### config.mk
export PLATFORM = sky130hd
export DESIGN_NAME = acc_drain
export DESIGN_NICKNAME = d
export VERILOG_FILES = /design/src/rtl/acc_drain.sv
export SDC_FILE = /design/constraint.sdc
export NUM_CORES = 1
export LEC_CHECK = 0
export BUFFER_PORTS_ARGS = -buffer_cell sky130_fd_sc_hd__buf_2
export CAP_MARGIN = 20
export CORE_MARGIN = 1.5
export CORE_UTILIZATION = 49
export DETAILED_ROUTE_END_ITERATION = 10
export PLACE_DENSITY = 0.84
export SLEW_MARGIN = 15
export SYNTH_ARGS = -nofsm -noshare
export SYNTH_HDL_FRONTEND = slang
export SYNTH_SLANG_ARGS = --single-unit
### constraint.sdc
create_clock -name clk -period 2.1 [get_ports clk]
set_clock_uncertainty 0.1 [all_clocks]
set_input_delay 0.21 -clock clk [delete_from_list [all_inputs] [get_ports clk]]
set_output_delay 0.21 -clock clk [all_outputs]
set_load 0.01 [all_outputs]
### src/rtl/acc_drain.sv
// Snapshots a row of NUM_PE signed accumulators, saturates each one and streams them out over valid/ready.
// Optional build macro ACC_DRAIN_RELU_EN applies a ReLU after saturation.
module acc_drain #(
  parameter int NUM_PE    = 4,
  parameter int ACC_WIDTH = 17,
  parameter int OUT_WIDTH = 9,
  parameter int IDX_WIDTH = $clog2(NUM_PE)
) (
  input  logic                          clk,
  input  logic                          rstn,
  input  logic                          capture_i,
  input  logic [NUM_PE*ACC_WIDTH-1:0]   acc_i,
  output logic                          busy_o,
  output logic                          valid_o,
  input  logic                          ready_i,
  output logic [OUT_WIDTH-1:0]          data_o,
  output logic [IDX_WIDTH-1:0]          idx_o,
  output logic                          last_o,
  output logic                          done_o,
  output logic                          drop_o,
  output logic [0:0]                    state_dbg
);

  localparam logic [0:0] IDLE = 1'b0;
  localparam logic [0:0] SEND = 1'b1;

  localparam logic [IDX_WIDTH-1:0] LAST_IDX = IDX_WIDTH'(NUM_PE - 1);

  // Clamp bounds expressed at accumulator width so the compare is a plain signed compare.
  localparam logic [ACC_WIDTH-1:0] SAT_HI =
    {{(ACC_WIDTH-OUT_WIDTH+1){1'b0}}, {(OUT_WIDTH-1){1'b1}}};
  localparam logic [ACC_WIDTH-1:0] SAT_LO =
    {{(ACC_WIDTH-OUT_WIDTH+1){1'b1}}, {(OUT_WIDTH-1){1'b0}}};

  // Handshake: an element moves on a rising clk edge where valid_o && ready_i;
  // once valid_o is high it stays high, with data_o/idx_o/last_o frozen, until that transfer.

  logic [0:0]           state;
  logic [IDX_WIDTH-1:0] index;
  logic [OUT_WIDTH-1:0] shadow [NUM_PE];

  logic xfer;
  logic final_xfer;
  logic load;

  function automatic logic [OUT_WIDTH-1:0] conv(input logic [ACC_WIDTH-1:0] v);
    logic [OUT_WIDTH-1:0] s;
    if ($signed(v) > $signed(SAT_HI)) begin
      s = SAT_HI[OUT_WIDTH-1:0];
    end else if ($signed(v) < $signed(SAT_LO)) begin
      s = SAT_LO[OUT_WIDTH-1:0];
    end else begin
      s = v[OUT_WIDTH-1:0];
    end
`ifdef ACC_DRAIN_RELU_EN
    if (s[OUT_WIDTH-1]) begin
      s = '0;
    end
`endif
    return s;
  endfunction

  assign xfer       = valid_o && ready_i;
  assign final_xfer = xfer && (index == LAST_IDX);
  // A capture is accepted when idle or exactly on the closing transfer of a burst.
  assign load       = capture_i && ((state == IDLE) || final_xfer);

  always_ff @(posedge clk or negedge rstn) begin
    if (!rstn) begin
      state  <= IDLE;
      index  <= '0;
      done_o <= 1'b0;
      drop_o <= 1'b0;
    end else begin
      done_o <= 1'b0;
      drop_o <= 1'b0;
      case (state)
        IDLE: begin
          if (capture_i) begin
            state <= SEND;
            index <= '0;
          end
        end
        SEND: begin
          if (final_xfer) begin
            done_o <= 1'b1;
            index  <= '0;
            if (!capture_i) begin
              state <= IDLE;
            end
          end else if (xfer) begin
            index <= index + 1'b1;
          end
          if (capture_i && !final_xfer) begin
            drop_o <= 1'b1;
          end
        end
        default: begin
          state <= IDLE;
          index <= '0;
        end
      endcase
    end
  end

  // Values are saturated on the way in so the output path is a pure register mux.
  always_ff @(posedge clk or negedge rstn) begin
    if (!rstn) begin
      for (int k = 0; k < NUM_PE; k++) begin
        shadow[k] <= '0;
      end
    end else if (load) begin
      for (int k = 0; k < NUM_PE; k++) begin
        shadow[k] <= conv(acc_i[k*ACC_WIDTH +: ACC_WIDTH]);
      end
    end
  end

  assign valid_o   = (state == SEND);
  assign busy_o    = (state == SEND);
  assign data_o    = shadow[index];
  assign idx_o     = index;
  assign last_o    = (state == SEND) && (index == LAST_IDX);
  assign state_dbg = state;

endmodule

After elaboration in Yosys (flattened, before gate mapping)
Index checks and enable logic that the tools add are counted.
- register bits: 41
- output and inout port bits: 17
- word-level logic and storage cells: 53
- $add $sub $neg: 1
- magnitude comparators: 9
- eq/ne operators: 3
- mux-type cells: 22
- bitwise operators: 2
- reduce and logical (&&, ||, !) cells: 8
- operators with widths (cell ; count):
    $mux 9 ; 10
    $gt 17x9->1 const B ; 4
    $lt 17x9->1 const B ; 4
    $bmux 9 s2 ; 1
    $mux 1 ; 6
    $mux 2 ; 3
    $logic_and 1x1->1 ; 5
    $pmux 2 s2 ; 1
    $ge 3x3->1 const B ; 1
    $ne 3x1->1 const B ; 1
    $not 2->3 ; 1
    $add 2x1->2 const B ; 1
    $eq 2x2->1 const B ; 1
    $ne 2x2->1 const B ; 1
    $pmux 1 s2 ; 1
    $reduce_and 2->1 ; 1
    $logic_not 1->1 ; 1
    $logic_or 1x1->1 ; 1
    $not 1->1 ; 1

Longest topological paths before layout
- word-level depth: 6
- depth in mapped cells: 7
- mapped depth without buffers: 5

Worst setup path after synthesis
OpenSTA, ideal clock, no wires.
- path kind: flip-flop to flip-flop
- from: register index[0] (netlist: idx_o[0])
- to: register shadow[18] in the netlist's numbering
- library setup time: 0.125 ns
- arrival: 1.301 ns
- data required time: 1.875 ns
- path slack: 0.574 ns
- cell stages (with the launch flop): 8
- buffers on the path: 2
- period minus slack after synthesis: 1.526 ns
- cell sequence: dfrtp_1 -> ha_1 -> a21boi_2 -> nor2b_1 -> buf_6 -> buf_6 -> nor2_1 -> a21oi_2
- cells in the longest elaborated chain, start to end: 4
- RTL lines (item ; RTL line ; RTL):
    start: declaration ; 39 ; logic [IDX_WIDTH-1:0] index;
    start signal: assignment ; 92 ; index <= index + 1'b1;
    $eq 2x2->1 ; 64 ; assign final_xfer = xfer && (index == LAST_IDX);
    $logic_and 1x1->1 ; 64 ;
    $logic_or 1x1->1 ; 66 ; assign load = capture_i && ((state == IDLE) || final_xfer);
    $logic_and 1x1->1 ; 66 ;
    end signal: indexed assignment ; 114 ; shadow[k] <= conv(acc_i[k*ACC_WIDTH +: ACC_WIDTH]);
    end: declaration ; 40 ; logic [OUT_WIDTH-1:0] shadow [NUM_PE];
No other way between the ends.
A chain may end at the register's enable or synchronous reset.

Final worst setup path
- from: register state (netlist: busy_o)
- to: register shadow[23] in the netlist's numbering
- cells in the longest elaborated chain, start to end: 4
- elaborated cells on any way between the ends: 5
- those cells by class: 1 x bitwise; 4 x reduce/logical
- RTL lines (item ; RTL line ; RTL):
    start: declaration ; 38 ; logic [0:0] state;
    start signal: assignment ; 70 ; state <= IDLE;
    start signal: assignment ; 80 ; state <= SEND;
    start signal: assignment ; 89 ; state <= IDLE;
    $logic_and 1x1->1 ; 63 ; assign xfer = valid_o && ready_i;
    $logic_and 1x1->1 ; 64 ;
    $logic_or 1x1->1 (*) ; 66 ;
    $logic_and 1x1->1 (*) ; 66 ;
Mark *: on every way between the ends. The rest lies on a longest branch, timed or not.

==> qor.csv <==
stage,metric,value,unit
outcome,status,"complete, no violations",
sta,tightest_slew,1.04,ns
global_routing,grt_pass1_vias,1896,
critical_path,slowest_delay,0.81,ns
routing,wl,5150,µm
synthesis,synth-simple-area-share,25.6,%
synthesis,yosys_warnings,0,
synthesis,synth.net_count,284,
routing,via_per_inst,5.30,
critical_path,worstPathCellList,a21boi_2 > nor2b_4 > nor2_1 > a21oi_2,
routing,vias,1883,
routing,drc,0,
synthesis,synth_compound_area_share,15.7,%
synthesis,async_reset_ff_share,100,%
placed_design,hpwl,3980,µm
sta,max_freq,505,MHz
global_routing,grt_max_degree,37,
synthesis,synth_common_cells,"46 x nand2_1, 41 x dfrtp_1, 36 x a21oi_2",
critical_path,critPathKind,register to register,
sta,period_share,94.3,%
routing,wl_per_cell,14.5,µm
floorplan,die_area,5090,µm²
critical_path,worst_setup_path_start_kind,register,
synthesis,synth_top_cell_by_area,dfrtp_1,
critical_path,crit_fanout,36,
synthesis,synth_top_family_by_area,simple AND/OR/NAND/NOR gates,
flow_run,drv_cap,0,
clock_tree,cts_sinks,41,
sta,min_period,1.98,ns
floorplan,die_w,71.4,µm
synthesis,syn_avg_cell_area,10.9,µm²
routing,drtIter0Drc,102,
layout,layout-drive-gt1-share,57.8,%
hold_path,min_path_type,input port to register,
clock_tree,cts_buffer_depth,2,
sta,drv_slew,0,
synthesis,synthAdderAreaFrac,0.546,%
sta,rsz0062_at_grt,yes,
sta,hold_viol,0,
synthesis,synth_top_area_share,44.8,%
clock_tree,cts-root-buf,clkbuf_8,
synthesis,synthXorXnorAreaFrac,0,%
placed_design,placed_cell_area,2740,µm²
clock_tree,cts-htree-levels,2,
floorplan,rows,24,
critical_path,crit_path_end_kind,register,
critical_path,slowest_stage,nor2b_4,
clock_tree,cts_tree,yes,
layout,fin_nets,375,
floorplan,io_pins,89,
placed_design,place.gp.congestion,0.828,
synthesis,synth-seq-cells,41,
pwr,p_leak,1.29,nW
synthesis,yosysMostFrequentCell,nand2_1,
clock_tree,clk_pin_slew_worst_paths,0.08,ns
layout,syn_to_final_growth,25.5,%
clock_tree,clock_latency,0.29,ns
sta,hold_ws,0.0460,ns
sta,setup-violations-final,0,
synthesis,syn_area,2290,µm²
synthesis,synthMuxAreaShare,9.34,%
floorplan,floorplan.initialDensity,51.9,%
routing,ant_nets,0,
sta,setup_tns,0,ns
synthesis,synth_edf_count,0,
sta,maxSlewHeadroom,30.6,%
floorplan,coreArea,4410,µm²
layout,finish.instance_area,2870,µm²
global_routing,grt_remaining_overflow,0,
global_routing,grt_usage,22.0,%
synthesis,synth-main-ff-cell,dfrtp_1,
placed_design,numPortBuffers,88,
synthesis,ys_seq_area_share,44.8,%
floorplan,chipHeight,71.4,µm
synthesis,synth_area_leaders,"dfrtp_1 45%, a21oi_2 14%, mux4_2 8.9%",
synthesis,synth_cell_types,26,
pwr,peakVddDrop,0.473,mV
global_routing,grt_first_pass_wirelength,8760,µm
pwr,power_density,1270,nW/µm²
routing,drtPass1Iterations,4,
layout,fillCellCount,349,
critical_path,cp.arrival,2.11,ns
layout,diodes,0,
critical_path,critical_path_required,2.23,ns
global_routing,grt_antenna_before_repair,0,
clock_tree,postCtsSetupRepairBufs,0,
clock_tree,cts_buffers,5,
synthesis,syn_inst,211,
## logic make-up (layout without fill, tap and decap cells)
logic type	Yosys count	after routing
and+or+nand+nor	107	107
AOI/OAI and AO/OA	43	43
DFF	41	41
muxes	10	10
buffers and inverters	9	101
adders and majority gates	1	1
## power breakdown
group          leakage, nW  switching, W  internal, W  total (W)
logic                0.782      0.000794     0.000807    0.00160
registers            0.454      0.000251      0.00114    0.00139
clock network       0.0574      0.000273     0.000386   0.000660
## metrics by stage
stage	worst slack, ns	util, %	std cells	power, W
after floorplan	0.574	-	211	0.00252
after CTS	0.111	65.0	355	0.00366
after global routing	-0.00317	65.1	355	0.00390
after global placement	0.242	62.1	346	0.00292
after detailed placement	0.188	62.1	346	0.00299
final	0.119	65.1	355	0.00366
## cell type report
cell class                 instances  area, µm²  area share, %
tap                               52       65.1           2.26
clock inverter                     2       37.5           1.31
multi-input combinational        161       1180           41.1
timing repair buffer              93        480           16.7
clock buffer                       6       82.6           2.87
sequential                        41       1030           35.7
## state kept, by name (all words and copies together), names as in the netlist
register  count
shadow       36
idx_o         2
busy_o        1
done_o        1
drop_o        1
## worst max-delay path, delay by kind of cell, from the launching register on
family / cells / cell delay [ns]
simple gates: 2 / 0.96
flops: 1 / 0.46
compound gates: 2 / 0.38
## cells in the final DEF, fill, tap and decap left out, drive strengths merged
cell type    synthesis  final
or2                  1      1
clkinvlp             0      1
nand4                8      8
nor2b                1      1
dlygate4sd3          0      1
mux4                 9      9
bufinv               0      1
dfrtp               41     41
nor2                36     36
nor4                 8      8
a21oi               36     36
nand2b               3      3
mux2                 1      1
and3                 1      1
a21boi               1      1
nand2               46     46
ha                   1      1
buf                  9     92
nand3                1      1
clkbuf               0      6
and2                 2      2
o21ai                5      5
o31ai                1      1
## final timing paths
kind,depth (start not counted),slack (ns),end,start
worst min-delay path,3,0.05,shadow[12]$_DFFE_PN0P_,acc_i[37]
min in group asynchronous,2,0.32,shadow[16]$_DFFE_PN0P_,rstn
worst max register to register,4,0.12,shadow[23]$_DFFE_PN0P_,busy_o$_DFF_PN0_
max in group asynchronous,3,1.03,shadow[33]$_DFFE_PN0P_,rstn
worst min register to register,2,0.39,shadow[17]$_DFFE_PN0P_,shadow[17]$_DFFE_PN0P_
worst max-delay path,4,0.12,shadow[23]$_DFFE_PN0P_,busy_o$_DFF_PN0_
## metal layers
layer  wire, µm  global-route usage (%)
met1       2220                    28.9
met2       2530                    36.6
met3        308                    5.06
met4         88                    6.92
met5          0                       0
## what timing repair did
item | 4_1_cts | 5_1_grt
resized for setup | 0 | 1
endpoints found under the setup margin | 0 | 8
hold endpoints to repair | 21 | 0
hold buffers | 1 | 0
(Power assumes the default switching activity.)
